==> src/rtl/preload_sequencer_pkg.sv <==
// Shared types and defaults for the weight pre-load sequencer.
// Latency: n/a (types, constants and a width helper only).
// Backpressure: n/a.
package preload_pkg;

    typedef enum logic [1:0] {
        IDLE    = 2'd0,
        LOAD    = 2'd1,
        PRELOAD = 2'd2,
        READY   = 2'd3
    } state_t;

    localparam int DEF_ROWS        = 8;
    localparam int DEF_COLS        = 8;
    localparam int DEF_RED_W       = 5;
    localparam int DEF_COMP_W      = 3;
    localparam int DEF_CPE_PER_COL = 3;

    // Width able to count 0..slots inclusive (a "full" fill level included).
    function automatic int slot_w(input int slots);
        return $clog2(slots + 1);
    endfunction

endpackage

==> src/rtl/preload_sequencer_comp_slot_table.sv <==
// Per-column compensation slot table: arrival-ordered capture, sticky overflow, indexed readout.
// Latency: capture lands 1 cycle after cap; readout is combinational from rd_sel.
// Backpressure: none; beats beyond the slot count drop their compensation and set overflow.
// Ports: clr wipes the table; cap+comp+row offer one beat; rd_en/rd_sel pick the slot shown on
//        rd_data (0 when rd_en is low); slot_row/slot_vld/overflow expose the table contents.
module comp_slot_table
    import preload_pkg::*;
#(
    parameter int  CPE_PER_COL = DEF_CPE_PER_COL,
    parameter int  COMP_W      = DEF_COMP_W,
    parameter int  ROW_W       = 3,
    localparam int SLOT_W      = slot_w(CPE_PER_COL)
) (
    input  logic                         clk,
    input  logic                         rst,
    input  logic                         clr,
    input  logic                         cap,
    input  logic [COMP_W-1:0]            comp,
    input  logic [ROW_W-1:0]             row,
    input  logic                         rd_en,
    input  logic [SLOT_W-1:0]            rd_sel,
    output logic [COMP_W-1:0]            rd_data,
    output logic [CPE_PER_COL*ROW_W-1:0] slot_row,
    output logic [CPE_PER_COL-1:0]       slot_vld,
    output logic                         overflow
);

    logic [CPE_PER_COL-1:0][COMP_W-1:0] comp_q;
    logic [SLOT_W-1:0]                  fill;

    always_ff @(posedge clk or negedge rst) begin
        if (!rst) begin
            comp_q   <= '0;
            slot_row <= '0;
            slot_vld <= '0;
            fill     <= '0;
            overflow <= 1'b0;
        end else if (clr) begin
            comp_q   <= '0;
            slot_row <= '0;
            slot_vld <= '0;
            fill     <= '0;
            overflow <= 1'b0;
        end else if (cap && (comp != '0)) begin
            if (fill < SLOT_W'(CPE_PER_COL)) begin
                for (int s = 0; s < CPE_PER_COL; s++) begin
                    if (fill == SLOT_W'(s)) begin
                        comp_q[s]                   <= comp;
                        slot_row[s*ROW_W +: ROW_W]  <= row;
                        slot_vld[s]                 <= 1'b1;
                    end
                end
                fill <= fill + 1'b1;
            end else begin
                overflow <= 1'b1;
            end
        end
    end

    // Unused slots are held at zero, so an empty slot reads out as 0.
    always_comb begin
        rd_data = '0;
        for (int s = 0; s < CPE_PER_COL; s++) begin
            if (rd_en && (rd_sel == SLOT_W'(s))) begin
                rd_data = comp_q[s];
            end
        end
    end

endmodule

==> src/rtl/preload_sequencer.sv <==
// Splits a column-major weight stream into reduced weights (to weight memory) and per-column
//   compensation tables, then shifts the tables serially into the compensation CPE chains.
// Latency: memory write 1 cycle after each accepted beat; PRELOAD lasts CPE_PER_COL cycles.
// Backpressure: w_ready is high for the whole LOAD phase only; beats outside LOAD are ignored.
// Ports: start (IDLE/READY only), w_valid/w_ready/w_data in; wmem_we/addr/data write port;
//        cw_valid/cw_data chain shift; crow_idx/crow_vld/overflow slot tables; busy/done status.
module preload_sequencer
    import preload_pkg::*;
#(
    parameter int  ROWS        = DEF_ROWS,
    parameter int  COLS        = DEF_COLS,
    parameter int  RED_W       = DEF_RED_W,
    parameter int  COMP_W      = DEF_COMP_W,
    parameter int  CPE_PER_COL = DEF_CPE_PER_COL,
    localparam int ROW_W       = (ROWS > 1) ? $clog2(ROWS) : 1,
    localparam int ADDR_W      = $clog2(ROWS*COLS),
    localparam int WEIGHT_W    = RED_W + COMP_W
) (
    input  logic                              clk,
    input  logic                              rst,
    input  logic                              start,
    input  logic                              w_valid,
    output logic                              w_ready,
    input  logic [WEIGHT_W-1:0]               w_data,
    output logic                              wmem_we,
    output logic [ADDR_W-1:0]                 wmem_addr,
    output logic [RED_W-1:0]                  wmem_data,
    output logic                              cw_valid,
    output logic [COLS*COMP_W-1:0]            cw_data,
    output logic [COLS*CPE_PER_COL*ROW_W-1:0] crow_idx,
    output logic [COLS*CPE_PER_COL-1:0]       crow_vld,
    output logic [COLS-1:0]                   overflow,
    output logic                              busy,
    output logic                              done
);

    localparam int COL_W  = (COLS > 1) ? $clog2(COLS) : 1;
    localparam int SLOT_W = slot_w(CPE_PER_COL);

    state_t            state, state_nx;
    logic [ROW_W-1:0]  row_cnt;
    logic [COL_W-1:0]  col_cnt;
    logic [SLOT_W-1:0] pre_cnt;
    logic [SLOT_W-1:0] rd_sel;
    logic              accept, last_beat, launch, pre_last;

    assign accept    = w_valid && (state == LOAD);
    assign last_beat = accept && (row_cnt == ROW_W'(ROWS-1)) && (col_cnt == COL_W'(COLS-1));
    assign launch    = start && ((state == IDLE) || (state == READY));
    assign pre_last  = (pre_cnt == SLOT_W'(CPE_PER_COL-1));
    // Highest slot goes out first so that slot0 ends up in the first CPE of the chain.
    assign rd_sel    = SLOT_W'(CPE_PER_COL-1) - pre_cnt;

    always_ff @(posedge clk or negedge rst) begin
        if (!rst) begin
            state <= IDLE;
        end else begin
            state <= state_nx;
        end
    end

    always_comb begin
        state_nx = state;
        w_ready  = 1'b0;
        busy     = 1'b0;
        done     = 1'b0;
        cw_valid = 1'b0;
        case (state)
            IDLE: begin
                if (start) state_nx = LOAD;
            end
            LOAD: begin
                w_ready = 1'b1;
                busy    = 1'b1;
                if (last_beat) state_nx = PRELOAD;
            end
            PRELOAD: begin
                busy     = 1'b1;
                cw_valid = 1'b1;
                if (pre_last) state_nx = READY;
            end
            READY: begin
                done = 1'b1;
                if (start) state_nx = LOAD;
            end
            default: state_nx = IDLE;
        endcase
    end

    always_ff @(posedge clk or negedge rst) begin
        if (!rst) begin
            row_cnt <= '0;
            col_cnt <= '0;
            pre_cnt <= '0;
        end else if (launch) begin
            row_cnt <= '0;
            col_cnt <= '0;
            pre_cnt <= '0;
        end else if (accept) begin
            if (row_cnt == ROW_W'(ROWS-1)) begin
                row_cnt <= '0;
                col_cnt <= col_cnt + 1'b1;
            end else begin
                row_cnt <= row_cnt + 1'b1;
            end
        end else if (state == PRELOAD) begin
            pre_cnt <= pre_cnt + 1'b1;
        end
    end

    always_ff @(posedge clk or negedge rst) begin
        if (!rst) begin
            wmem_we   <= 1'b0;
            wmem_addr <= '0;
            wmem_data <= '0;
        end else begin
            wmem_we <= accept;
            if (accept) begin
                wmem_addr <= ADDR_W'(col_cnt) * ADDR_W'(ROWS) + ADDR_W'(row_cnt);
                wmem_data <= w_data[WEIGHT_W-1:COMP_W];
            end
        end
    end

    for (genvar c = 0; c < COLS; c++) begin : g_col
        comp_slot_table #(
            .CPE_PER_COL (CPE_PER_COL),
            .COMP_W      (COMP_W),
            .ROW_W       (ROW_W)
        ) u_tab (
            .clk      (clk),
            .rst      (rst),
            .clr      (launch),
            .cap      (accept && (col_cnt == COL_W'(c))),
            .comp     (w_data[COMP_W-1:0]),
            .row      (row_cnt),
            .rd_en    (cw_valid),
            .rd_sel   (rd_sel),
            .rd_data  (cw_data[c*COMP_W +: COMP_W]),
            .slot_row (crow_idx[c*CPE_PER_COL*ROW_W +: CPE_PER_COL*ROW_W]),
            .slot_vld (crow_vld[c*CPE_PER_COL +: CPE_PER_COL]),
            .overflow (overflow[c])
        );
    end

endmodule

==> config.mk <==
export PLATFORM = sky130hd
export DESIGN_NAME = preload_sequencer
export DESIGN_NICKNAME = d
export VERILOG_FILES = /design/src/rtl/preload_sequencer_pkg.sv /design/src/rtl/preload_sequencer_comp_slot_table.sv /design/src/rtl/preload_sequencer.sv
export SDC_FILE = /design/constraint.sdc
export NUM_CORES = 1
export LEC_CHECK = 0
export BUFFER_PORTS_ARGS = -buffer_cell sky130_fd_sc_hd__buf_2
export CAP_MARGIN = 20
export CORE_MARGIN = 3
export CORE_UTILIZATION = 52
export DETAILED_ROUTE_END_ITERATION = 8
export PLACE_DENSITY = 0.77
export SYNTH_ARGS = -nofsm -noshare
export SYNTH_HDL_FRONTEND = slang
export SYNTH_SLANG_ARGS = --single-unit
==> constraint.sdc <==
create_clock -name clk -period 2.2 [get_ports clk]
set_input_delay 0.11 -clock clk [delete_from_list [all_inputs] [get_ports clk]]
set_output_delay 0.11 -clock clk [all_outputs]
set_load 0.01 [all_outputs]
==> results by group <==
Run status
  • Status: complete, no violations

Timing
  • Post-Route Skew: 0.009750 ns
  • Maximum clock frequency: 466.7 MHz
  • Final Cycle Share: 97.40%
  • Relative slew slack: a little under half
  • RSZ-0062 raised after global routing: yes
  • Final TNS setup: 0 ns
  • Max Slew Vio Count: 0
  • Tmin final: 2.143 ns
  • Actual transition at the worst max-transition pin: 0.7843 ns
  • Final setup fails: 0
  • Final hold violation count: 0
  • Fin Hold WS: 0.08688 ns

Yosys
  • Number of synthesized flops with an enable pin: 0
  • Syn Std Cell Area: 10240 sq um
  • Post-synthesis register bit count: 214
  • Post-synth top area share: 52.28%
  • Synth Flop Type: dfrtp_1
  • Cells after Synth: 942
  • Ys Warns: 0
  • Yosys top cell by area: dfrtp_1
  • Syn Nets: 1002
  • Async SR Flop Fraction: between 90% and 100%
  • Synth area leaders: dfrtp_1 52%, mux2i_1 15%, nand2_1 7.7%, ha_1 5.9%, a21oi_1 2.6%
  • Sequential element share of the synthesized area: a little over half
  • Syn avg cell area: 10.87 sq um
  • Library cells used by synthesis: 40

Clock tree
  • H-Tree Depth: 1
  • Root buffer cell: clkbuf_16
  • CTS tree: done
  • Worst skew pair latency: 0.52 ns
  • CTS Buf Count: 24
  • Clock tree sinks: 214
  • CTS max path bufs: 3
  • Clock-pin transition on the worst setup and hold timing paths: 0.06 ns

Floorplanning
  • Initial Utilization: 53.86%
  • Die area: 21420 sq um
  • Row count: 50
  • Core ar.: 19020 sq um
  • Die Wd: 146.4 um
  • Top Ports: 156
  • Die height: 146.4 um

Layout
  • Most common cell after layout, fill and taps aside: dfrtp_1
  • Most frequent cells in the layout: 214 x dfrtp_1, 208 x nand2_1, 158 x mux2i_1, 153 x buf_2, 46 x ha_1
  • Area Growth Syn to Fin: 21.51%
  • N_diodes: 0
  • Nets: 1162
  • Share of cells above drive strength 1: between 20% and 30%

Power and ir drop
  • VDD IR max: 0.5576 mV
  • PwrDens: 932.4 nW/um^2
  • Leak: 0.007042 uW

Route
  • DRC: 0
  • Routed vias: approximately 7500
  • Final wirelength: 26080 um
  • DR WL/cell: 18.94 um
  • ANT nets after route: 0
  • DR iter-0 viols: 449
  • Drt via density: 5.448
  • First-pass iteration count of the detailed router: 5

Critical path
  • Worst EP arrival: 2.03 ns
  • RR Endpoint: g_col[7].u_tab.comp_q[4]
  • Crit path capture: cw_data[9]
  • CP Launch Point: pre_cnt[0]
  • R2r startpoint: col_cnt[1]
  • Worst-path fanout max: 12
  • Crit. End Element: output pin
  • CP cell instances: inv_2 -> ha_1 -> and3b_2 -> buf_12 -> a22oi_1 -> a21oi_2 -> buf_2
  • Setup Crit Path Kind: register to output pin
  • Worst EP required: 2.09 ns
  • Slowest library cell on the worst path: dfrtp_1
  • Critical path startpoint category: register
  • Reg2Reg Setup Slack: 0.15 ns
  • FF-to-FF path depth: 5
  • Slowest stage delay, CP: 0.43 ns

Placed design
  • Final Wtd Congestion: 0.7972
  • Detail Placement HPWL: 16740 um
  • Port buffer count: 155

GRT
  • Global route total overflow: 0
  • First-pass GRT wire length: 42820 um
  • Largest net degree at the start of global routing: 62
  • Initial antenna violation count: 0
  • Total GRT Usage: between 20% and 30%
  • Vias in the first global route: 7716

Hold path
  • Worst hold path class: input pin to register

Flow run
  • Max-cap violations: 0
## worst min-delay path by stage
stage,start,end,slack (ns),cells past startpoint
floorplan,rst,col_cnt[0],-0.19,0
global placement,rst,g_col[1].u_tab.slot_vld[2],0.07,1
detailed placement,rst,g_col[1].u_tab.slot_row[8],0.07,1
CTS,w_valid,wmem_addr[0],0.06,4
global route,w_valid,col_cnt[0],0.11,4
finish,w_valid,wmem_addr[0],0.09,4
## flip-flops by register name (all words and copies together) (netlist names)
signal,count
g_col.u_tab.comp_q,72
g_col.u_tab.slot_row,72
g_col.u_tab.slot_vld,24
g_col.u_tab.fill,16
g_col.u_tab.overflow,8
wmem_addr,6
wmem_data,5
col_cnt,3
row_cnt,3
pre_cnt,2
state,2
wmem_we,1
## metrics by stage
step | power [uW] | instances | setup WS [ns] | instance area [sq um] | util [%]
2_1_floorplan | 6169 | 942 | 0.03231 | 10240 | -
3_3_place_gp | 7521 | 1326 | 0.2675 | 11460 | 60.25
3_5_place_dp | 7557 | 1326 | 0.1562 | 11460 | 60.25
4_1_cts | 11660 | 1378 | -0.01607 | 12430 | 65.35
5_1_grt | 12190 | 1377 | -0.05366 | 12450 | 65.45
6_report | 11610 | 1377 | 0.05710 | 12450 | 65.45
## synth_stat cells (4+ instances only)
| master | count |
|---|---|
| a21oi_1 | 53 |
| a22oi_1 | 24 |
| a41oi_1 | 6 |
| and3_1 | 9 |
| and3b_1 | 4 |
| buf_2 | 4 |
| buf_4 | 10 |
| clkbuf_1 | 48 |
| dfrtp_1 | 214 |
| ha_1 | 48 |
| inv_1 | 44 |
| mux2i_1 | 158 |
| nand2_1 | 209 |
| nand3_1 | 7 |
| nand3_2 | 4 |
| nand3_4 | 5 |
| nand4_2 | 4 |
| nand4_4 | 11 |
| nor2_1 | 36 |
| nor2b_1 | 8 |
| o21a_1 | 4 |
| o21ai_0 | 8 |
## cells by family (layout without fill, tap and decap cells)
family,count (synthesis),after routing,synth area share [%]
compound gates,104,104,6.254
xor+xnor,2,2,0.1710
fa+ha+maj,48,48,5.863
buf+inv,113,288,4.812
flops,214,214,52.28
mux,158,158,15.44
simple gates,303,303,15.18
## worst max-delay path, delay by kind of cell, from the launching register on
kind	cells	cell delay, ns
fa+ha+maj	1	0.17
buf+inv	3	0.38
simple gates	1	0.23
flops	1	0.43
compound gates	2	0.30
## routing by layer
layer	track usage (%)	vias up	routed length (um)
met3	4.997	43	1538
met5	0	-	0
met2	40.59	226	12690
li1	-	3470	-
met4	6.021	0	557
met1	34.00	3763	11290
## area by class of cell
type | instances | area [sq um]
Timing Repair Buffer | 201 | 1299
Clock inverter | 5 | 55.05
Inverter | 46 | 172.7
Sequential cell | 214 | 5355
Tap cell | 260 | 325.3
Clock buffer | 36 | 726.9
Multi-Input combinational cell | 615 | 4513
Fill cell | 1509 | 6571
## where the power goes
| part | switching, uW | total, uW | internal (uW) |
|---|---|---|---|
| sequential | 135 | 4270 | 4140 |
| clock | 1560 | 3940 | 2380 |
| combinational | 2260 | 3400 | 1130 |
| total | 3950 | 11600 | 7650 |
## timing repair
| action | in CTS | in global routing |
|---|---|---|
| setup endpoints to repair | 24 | 24 |
| pin swaps | 10 | 6 |
| endpoints found under the hold margin | 200 | 0 |
| gates resized for setup | 17 | 10 |
| setup buffers | 4 | 0 |
| cloned | 1 | 0 |
| hold buffers | 6 | 0 |
Power figures use the tool's default switching activity.
